**src/rtl/fetch_stage_pkg.sv**
```systemverilog
// Shared constants for the MIPS instruction-fetch stage: state encoding, reset PC,
// PC step, bubble NOP word and the fetch-range helper.
package fetch_stage_pkg;

  typedef enum logic [1:0] {
    RUN    = 2'd0,
    HALTED = 2'd1,
    ERROR  = 2'd2
  } fetch_state_e;

  localparam logic [31:0] DEFAULT_RESET_PC = 32'h0000_3000;
  localparam logic [31:0] PC_STEP          = 32'd4;
  localparam logic [31:0] NOP_WORD         = 32'h0000_0000;

  // Word-aligned and within the words above base; addresses below base wrap large.
  function automatic logic fetchAddrOk(input logic [31:0] addr,
                                       input logic [31:0] base,
                                       input logic [31:0] words);
    logic [31:0] offset;
    offset = (addr - base) >> 2;
    return (addr[1:0] == 2'b00) && (offset < words);
  endfunction

endpackage

```
**src/rtl/fetch_stage_if.sv**
```systemverilog
// Decode-side and instruction-memory signals of the fetch stage, bundled with
// master (decode/memory side) and slave (fetch stage) views.
interface fetch_stage_if;
  logic        stall;
  logic        redirect;
  logic [31:0] redirectTarget;
  logic        halt;
  logic [31:0] imemAddr;
  logic [31:0] imemData;
  logic [31:0] instructionD;
  logic [31:0] pcD;
  logic        bubbleD;
  logic        halted;
  logic [31:0] fetchCount;
  logic        fetchError;

  modport master (
    output stall, redirect, redirectTarget, halt, imemData,
    input  imemAddr, instructionD, pcD, bubbleD, halted, fetchCount, fetchError
  );

  modport slave (
    input  stall, redirect, redirectTarget, halt, imemData,
    output imemAddr, instructionD, pcD, bubbleD, halted, fetchCount, fetchError
  );
endinterface

```
**src/rtl/fetch_stage_ifid_register.sv**
```systemverilog
// IF/ID pipeline latch: bubble insert overrides hold, hold overrides load.
module ifid_register
  import fetch_stage_pkg::*;
(
  input  logic        clk,
  input  logic        reset,
  input  logic        load_i,
  input  logic        hold_i,
  input  logic        bubble_i,
  input  logic [31:0] instr_i,
  input  logic [31:0] pc_i,
  output logic [31:0] instr_o,
  output logic [31:0] pc_o,
  output logic        bubble_o
);

  logic [31:0] instr_q, instr_d;
  logic [31:0] pc_q, pc_d;
  logic        bubble_q, bubble_d;

  always_comb begin
    instr_d  = instr_q;
    pc_d     = pc_q;
    bubble_d = bubble_q;
    if (bubble_i) begin
      instr_d  = NOP_WORD;
      pc_d     = '0;
      bubble_d = 1'b1;
    end else if (load_i && !hold_i) begin
      instr_d  = instr_i;
      pc_d     = pc_i;
      bubble_d = 1'b0;
    end
  end

  always_ff @(posedge clk) begin
    if (!reset) begin
      instr_q  <= NOP_WORD;
      pc_q     <= '0;
      bubble_q <= 1'b1;
    end else begin
      instr_q  <= instr_d;
      pc_q     <= pc_d;
      bubble_q <= bubble_d;
    end
  end

  assign instr_o  = instr_q;
  assign pc_o     = pc_q;
  assign bubble_o = bubble_q;

endmodule

```
**src/rtl/fetch_stage.sv**
```systemverilog
// MIPS instruction-fetch stage: PC, run/halt FSM and fetch counter feeding the IF/ID latch.
// Define FETCH_ALIGN_CHECK_EN to trap misaligned or out-of-range fetch addresses.
module fetch_stage
  import fetch_stage_pkg::*;
#(
  parameter logic [31:0] RESET_PC   = DEFAULT_RESET_PC,
  parameter int unsigned IMEM_WORDS = 1024
) (
  input logic          clk,
  input logic          reset,
  fetch_stage_if.slave bus
);

  fetch_state_e state_q, state_d;
  logic [31:0]  pc_q, pc_d;
  logic [31:0]  count_q, count_d;
  logic [31:0]  nextPc;
  logic         ifLoad, ifHold, ifBubble;
  logic         err_q, err_d;

  always_ff @(posedge clk) begin
    if (!reset) begin
      state_q <= RUN;
      pc_q    <= RESET_PC;
      count_q <= '0;
      err_q   <= 1'b0;
    end else begin
      state_q <= state_d;
      pc_q    <= pc_d;
      count_q <= count_d;
      err_q   <= err_d;
    end
  end

  // A redirect under stall is dropped; decode re-asserts it while the branch sits in D.
  always_comb begin
    state_d  = state_q;
    pc_d     = pc_q;
    count_d  = count_q;
    err_d    = err_q;
    ifLoad   = 1'b0;
    ifHold   = 1'b0;
    ifBubble = 1'b0;
`ifdef FETCH_ALIGN_CHECK_EN
    nextPc   = bus.redirect ? bus.redirectTarget : (pc_q + PC_STEP);
`else
    nextPc   = bus.redirect ? (bus.redirectTarget & ~32'h3) : (pc_q + PC_STEP);
`endif
    case (state_q)
      RUN: begin
        if (bus.halt) begin
          state_d  = HALTED;
          ifBubble = 1'b1;
        end else if (bus.stall) begin
          ifHold = 1'b1;
        end else begin
          pc_d = nextPc;
`ifdef FETCH_ALIGN_CHECK_EN
          if (!fetchAddrOk(nextPc, RESET_PC, 32'(IMEM_WORDS))) begin
            state_d  = ERROR;
            err_d    = 1'b1;
            ifBubble = 1'b1;
          end else begin
            ifLoad  = 1'b1;
            count_d = count_q + 32'd1;
          end
`else
          ifLoad  = 1'b1;
          count_d = count_q + 32'd1;
`endif
        end
      end
      default: ifBubble = 1'b1;
    endcase
  end

  ifid_register u_ifid (
    .clk      (clk),
    .reset    (reset),
    .load_i   (ifLoad),
    .hold_i   (ifHold),
    .bubble_i (ifBubble),
    .instr_i  (bus.imemData),
    .pc_i     (pc_q),
    .instr_o  (bus.instructionD),
    .pc_o     (bus.pcD),
    .bubble_o (bus.bubbleD)
  );

  assign bus.imemAddr   = pc_q;
  assign bus.halted     = (state_q != RUN);
  assign bus.fetchCount = count_q;
`ifdef FETCH_ALIGN_CHECK_EN
  assign bus.fetchError = err_q;
`else
  assign bus.fetchError = 1'b0;
`endif

endmodule

```
**src/flat_wrapper.sv**
```systemverilog
// flat-port wrapper written by rule: the top's interface ports become plain ports
module fetch_stage_flat import fetch_stage_pkg::*;
#(
  parameter logic [31:0] RESET_PC   = DEFAULT_RESET_PC,
  parameter int unsigned IMEM_WORDS = 1024
)
  (clk, reset, bus_stall, bus_redirect, bus_redirectTarget, bus_halt, bus_imemData, bus_imemAddr, bus_instructionD, bus_pcD, bus_bubbleD, bus_halted, bus_fetchCount, bus_fetchError);
  fetch_stage_if bus_i ();
  input logic clk;
  input logic reset;
  input wire logic [$bits(bus_i.stall)-1:0] bus_stall;
  input wire logic [$bits(bus_i.redirect)-1:0] bus_redirect;
  input wire logic [$bits(bus_i.redirectTarget)-1:0] bus_redirectTarget;
  input wire logic [$bits(bus_i.halt)-1:0] bus_halt;
  input wire logic [$bits(bus_i.imemData)-1:0] bus_imemData;
  output wire logic [$bits(bus_i.imemAddr)-1:0] bus_imemAddr;
  output wire logic [$bits(bus_i.instructionD)-1:0] bus_instructionD;
  output wire logic [$bits(bus_i.pcD)-1:0] bus_pcD;
  output wire logic [$bits(bus_i.bubbleD)-1:0] bus_bubbleD;
  output wire logic [$bits(bus_i.halted)-1:0] bus_halted;
  output wire logic [$bits(bus_i.fetchCount)-1:0] bus_fetchCount;
  output wire logic [$bits(bus_i.fetchError)-1:0] bus_fetchError;
  assign bus_i.stall = bus_stall;
  assign bus_i.redirect = bus_redirect;
  assign bus_i.redirectTarget = bus_redirectTarget;
  assign bus_i.halt = bus_halt;
  assign bus_i.imemData = bus_imemData;
  assign bus_imemAddr = bus_i.imemAddr;
  assign bus_instructionD = bus_i.instructionD;
  assign bus_pcD = bus_i.pcD;
  assign bus_bubbleD = bus_i.bubbleD;
  assign bus_halted = bus_i.halted;
  assign bus_fetchCount = bus_i.fetchCount;
  assign bus_fetchError = bus_i.fetchError;
  fetch_stage #(.RESET_PC(RESET_PC), .IMEM_WORDS(IMEM_WORDS)) u_core (.clk(clk), .reset(reset), .bus(bus_i));
endmodule
```
**config.mk**
```make
export PLATFORM = sky130hd
export DESIGN_NAME = fetch_stage_flat
export DESIGN_NICKNAME = d
export VERILOG_FILES = /design/src/rtl/fetch_stage_pkg.sv /design/src/rtl/fetch_stage_if.sv /design/src/rtl/fetch_stage_ifid_register.sv /design/src/rtl/fetch_stage.sv /design/src/flat_wrapper.sv
export SDC_FILE = /design/constraint.sdc
export NUM_CORES = 1
export LEC_CHECK = 0
export ABC_AREA = 1
export BUFFER_PORTS_ARGS = -buffer_cell sky130_fd_sc_hd__clkbuf_2
export CAP_MARGIN = 20
export CORE_ASPECT_RATIO = 0.9
export CORE_MARGIN = 2
export CORE_UTILIZATION = 45
export DETAILED_ROUTE_END_ITERATION = 12
export PLACE_DENSITY = 0.72
export SLEW_MARGIN = 30
export SYNTH_ARGS = -nofsm -noshare
export SYNTH_HDL_FRONTEND = slang
export SYNTH_SLANG_ARGS = --single-unit
```
**constraint.sdc**
```tcl
create_clock -name clk -period 4.2 [get_ports clk]
set_clock_uncertainty 0.2 [all_clocks]
set_input_delay 0.42 -clock clk [delete_from_list [all_inputs] [get_ports clk]]
set_output_delay 0.42 -clock clk [all_outputs]
set_load 0.02 [all_outputs]
```
# Word level (Yosys, flattened, before mapping)
# Cells that the tools add are included.
dict set report word_totals {
  reg_bits 130
  input_bits 69
  output_inout_bits 131
  word_cells 26
}
dict set report op_classes {
  n_addsub 2
  mux 9
  bitwise_logic 3
  n_reduce_logical 6
}
# operator count
set op_table {}
lappend op_table {{adder 32 x 1 -> 32 bit, second input constant} 1}
lappend op_table {{adder 32 x 3 -> 32 bit, second input constant} 1}
lappend op_table {{2-to-1 mux 32 bit} 1}
lappend op_table {{2-to-1 mux 1 bit} 8}
lappend op_table {{inverter 1 bit} 3}
lappend op_table {{AND reduction 3 bit} 1}
lappend op_table {{logical NOT 2 bit} 1}
lappend op_table {{AND reduction 2 bit} 1}
lappend op_table {{OR reduction 2 bit} 1}
lappend op_table {{logical AND 1 bit} 1}
lappend op_table {{logical NOT 1 bit} 1}

# Longest topological paths before layout
dict set report depth {
  depth_word 5
  ltp_mapped 10
}

# Hierarchy
# A second synthesis with hierarchy kept.
dict set report unflattened {
  cells_unflattened 1110
  hier_area_um2 6945.4
}
# module n_inst cells_per_inst area_per_inst_um2
set by_module_without_submodules {}
lappend by_module_without_submodules {fetch_stage 1 692 4119.0}
lappend by_module_without_submodules {ifid_register 1 418 2826.5}

# Least setup slack after synthesis
# Ideal clock, no wire load.
dict set report synth_path {
  kind {register -> register}
  start {register u_core.count_q[0], in the netlist u_core.bus.fetchCount[0]}
  end {register u_core.count_q[18], in the netlist u_core.bus.fetchCount[18]}
  t_arrival_ns 1.573
  slack_ns 2.314
  path_stages_with_launch 11
  n_path_buf 0
  synth_period_minus_slack_ns 1.886
  path_cell_list {dfxtp_1 ha_1 nand3_1 nor2_4 nand3_2 inv_1 nand3_1 nor2_1 nand2_1 nand2_1 nor2_1}
}
dict set report synth_via {
  elab_chain_len 1
}
# element line
set synth_lines {}
lappend synth_lines {{from (decl)} fetch_stage.sv:16} ;# logic [31:0] count_q, count_d;
lappend synth_lines {{from (signal assigned)} fetch_stage.sv:30} ;# count_q <= count_d;
lappend synth_lines {{adder 32 x 1 -> 32 bit} fetch_stage.sv:69} ;# count_d = count_q + 32'd1;
# No other way between the ends.
# A chain may end at the register's enable or synchronous reset.

# Worst setup path after layout
dict set report layout_path {
  start {register u_core.state_q[0]}
  end {register u_core.pc_q[12], in the netlist u_core.bus.imemAddr[12]}
}
dict set report layout_via {
  elab_chain_len 2
}
# element line
set layout_lines {}
lappend layout_lines {{from (decl)} fetch_stage.sv:14} ;# fetch_state_e state_q, state_d;
lappend layout_lines {{from (signal assigned)} fetch_stage.sv:28} ;# state_q <= state_d;
lappend layout_lines {{logical NOT 2 bit} fetch_stage.sv:49} ;# case (state_q)
lappend layout_lines {{AND reduction 3 bit (no source line)} -}
lappend layout_lines {{to (signal assigned)} fetch_stage.sv:29} ;# pc_q <= pc_d;
lappend layout_lines {{to (decl)} fetch_stage.sv:15} ;# logic [31:0] pc_q, pc_d;
# No other way between the ends.

==> results.cfg <==
[status]
result_of_the_run = complete, no violations

[global_routing]
grt_max_degree = 67
grtUsageTotal_pct = 24.32
grt_most_used_layer = met2
groute.layer.met3.usage_pct = 6.375
globalRoute.totalOverflow = 0
number_of_antenna_violations_at_the_first_check_in_global_routing = 0
grt_util_met2_pct = 39.82
grt_pass1_wl_um = 28770
grt_util_met1_pct = 31.53
first_global_vias = 5901

[yosys]
fraction_of_post_synthesis_cell_area_in_the_top_cell_type_by_area_pct = 40.80
synth_edf_count = 0
post_synthesis_sequential_area_ratio_pct = 40.80
synth_cell_type_count = 36
synthTopCellsByCount = 226 x nand2_1, 194 x nor2_1, 126 x dfxtp_1
yosysWarningCount = 0
synth-seq-cells = 126
synth.cell_area_mm2 = 0.006182
synthesis.area_per_instance_um2 = 6.591
proportion_of_register_bits_with_asynchronous_set_or_reset_after_synthesis_pct = 0
yosys.area.top_type = dfxtp_1
dominantRegCellSynth = dfxtp_1
postSynthCellCount = 938
synthMostInstantiatedCell = nand2_1
ys_top_cells_by_area = dfxtp_1 41%, nand2_1 14%, nor2_1 12%, o21ai_0 7.6%, a21oi_1 5.6%

[timing]
period_needed_ns = 2.322
timing.final.crit_share_pct = 55.28
maxSlewViolCount = 0
maxSlewHeadroom_pct = 40.31
fmax_mhz = 430.7
worst_tran_pin_value_ns = 0.8925
unrepaired_setup_endpoints_after_global_routing = no
finalSetupViolations = 0
tns_ns = 0
hold_viol_final = 0

[floorplanning]
dieHeight_um = 115.2
fp.dieW_um = 127.6
initial_core_util_pct = 46.26
fp-row-count = 40
fp.coreArea_mm2 = 0.01336
design.die.area_mm2 = 0.01469
design.portCount = 200

[finish]
drive_above_1_share_pct = 23.00
final.fill_count = 1362
fin_nets = 1186
post-route-util_pct = 58.34
antenna_fix_cells = 0
area_growth_syn_to_layout_pct = 26.11
final-instance-count-excl-fill = 1294

[clock_network]
cts-root-buf = clkbuf_16
h-tree-depth = 4
cts_resized = 0
cts_setup_buffers = 0
clock_sinks = 126
insertion_delay_ns = 0.42
cts.reportedPaths.clkPinSlew_ns = 0.06
cts_tree = done
number_of_clock_buffers_inserted_by_tritoncts = 17
cts_hold_buffers = 0
cts_max_path_buffers = 2

[place]
post-dp-hpwl_um = 12390
place.detailed.instances = 1264
buffer_ports.inserted = 192
globalplace.congestion = 0.8913

[power_and_ir_drop]
irDropWorstVdd_uv = 271.7
cellPowerDensity_mw_per_mm2 = 379.3
power_mw = 2.957
p_leak_nw = 3.191

[run]
cap_viol_max_count = 0

[worst_hold_path]
hold_path_class = input port to register
hold_path.startpoint = bus_imemData[19]
whs_endpoint = u_core.u_ifid.instr_o[19]
hold-path-cell-count = 3

[worst_setup_path]
worst_r2r_startpoint = u_core.state_q[0]
reg2reg_to = u_core.bus.imemAddr[12]
worst_path_required_ns = 4.29
cp_data_arrival_time_ns = 2.41
crit_path_start_kind = register
reg2reg_slack_ns = 1.88
r2r_cells = 7
timing.critical_path.fanout_max = 66
worstSetupPathType = register to register
crit_path_end_kind = register

[routing]
total_wire_length_um = 17790
detail_route.vias_per_cell = 5.073
detail_route.wl_per_cell_um = 13.75
number_of_nets_with_antenna_violations_after_detailed_routing = 0
drt_iter0_drc = 463
detailroute.via_count = 6564
drt_pre_antenna_iters = 5
drt_drc_violations_left = 0
## critical path: stages, from the launching register on
cell and delay (ns):
dfxtp_1 0.36, nor2_4 0.15, nand2_4 0.32, clkinv_2 0.17, buf_4 0.50, o21ai_0 0.22, a21oi_1 0.16, o21ai_0 0.09
## through the flow
step                cell area [µm²]  setup WS, ns  hold slack [ns]
floorplan                      6197         2.314           0.3206
global placement               7216         1.631           0.2304
detailed placement             7216         1.622           0.2395
CTS                            7796         1.862          0.03545
global route                   7796         1.621          0.04968
finish                         7796         1.878          0.04643
## routing by layer
metal  wire length [µm]  part of all wire [%]
met1               8043                    45
met2               8420                    47
met3               1109                   6.2
met4                214                   1.2
met5                  0                     0
## report_power, final
group          leakage, nW  internal, mW  switching [mW]
combinational         1.89        0.0792           0.157
clock                0.283         0.954           0.518
sequential            1.02          1.22          0.0268
## cell families after synthesis
kind of cell	Yosys count	share of synthesized area, %
AOI/OAI and AO/OA	180	15.14
xor gates and xnor gates	6	0.8500
adders and majority gates	2	0.4047
buffers and inverters	113	7.610
DFF	126	40.80
other	1	0.06066
and+or+nand+nor	510	35.13
## cells in the final DEF, fill, tap and decap left out, types with 6 or more instances in the layout
cell       instances
dfxtp_1          126
nor3_1             7
nor2_4            10
nor2_2             7
nand3_1           41
inv_1             65
nor2_1           194
o21ai_0           94
clkbuf_16         17
nand2_2            6
a21oi_1           69
clkbuf_2         192
nand2_1          226
## state kept, by name, indices dropped and copies added, names as in the netlist
register / cells
u_core.u_ifid.instr_o: 32
u_core.bus.imemAddr: 30
u_core.bus.fetchCount: 32
u_core.u_ifid.bubble_o: 1
u_core.state_q: 1
u_core.u_ifid.pc_o: 30
## worst max path at each step
stage | start | endpoint | slack [ns] | depth (start not counted)
6_report | u_core.state_q[0] | u_core.bus.imemAddr[12] | 1.88 | 7
5_1_grt | u_core.state_q[0] | u_core.bus.imemAddr[12] | 1.62 | 7
4_1_cts | u_core.state_q[0] | u_core.bus.imemAddr[12] | 1.86 | 7
3_5_place_dp | bus_redirect | u_core.bus.imemAddr[16] | 1.62 | 8
3_3_place_gp | bus_redirect | u_core.bus.imemAddr[18] | 1.63 | 8
2_1_floorplan | u_core.bus.fetchCount[0] | u_core.bus.fetchCount[18] | 2.31 | 10
## final cells by class
type / instances / area, µm² / share of cell area [%]
multi-input combinational: 703 / 3204 / 41.10
sequential: 126 / 2522 / 32.35
timing repair buffer: 198 / 1018 / 13.06
clock buffer: 23 / 467.9 / 6.002
inverter: 69 / 260.3 / 3.338
tap: 168 / 210.2 / 2.696
clock inverter: 7 / 112.6 / 1.444
No activity file was read; power rests on OpenSTA's default activity.
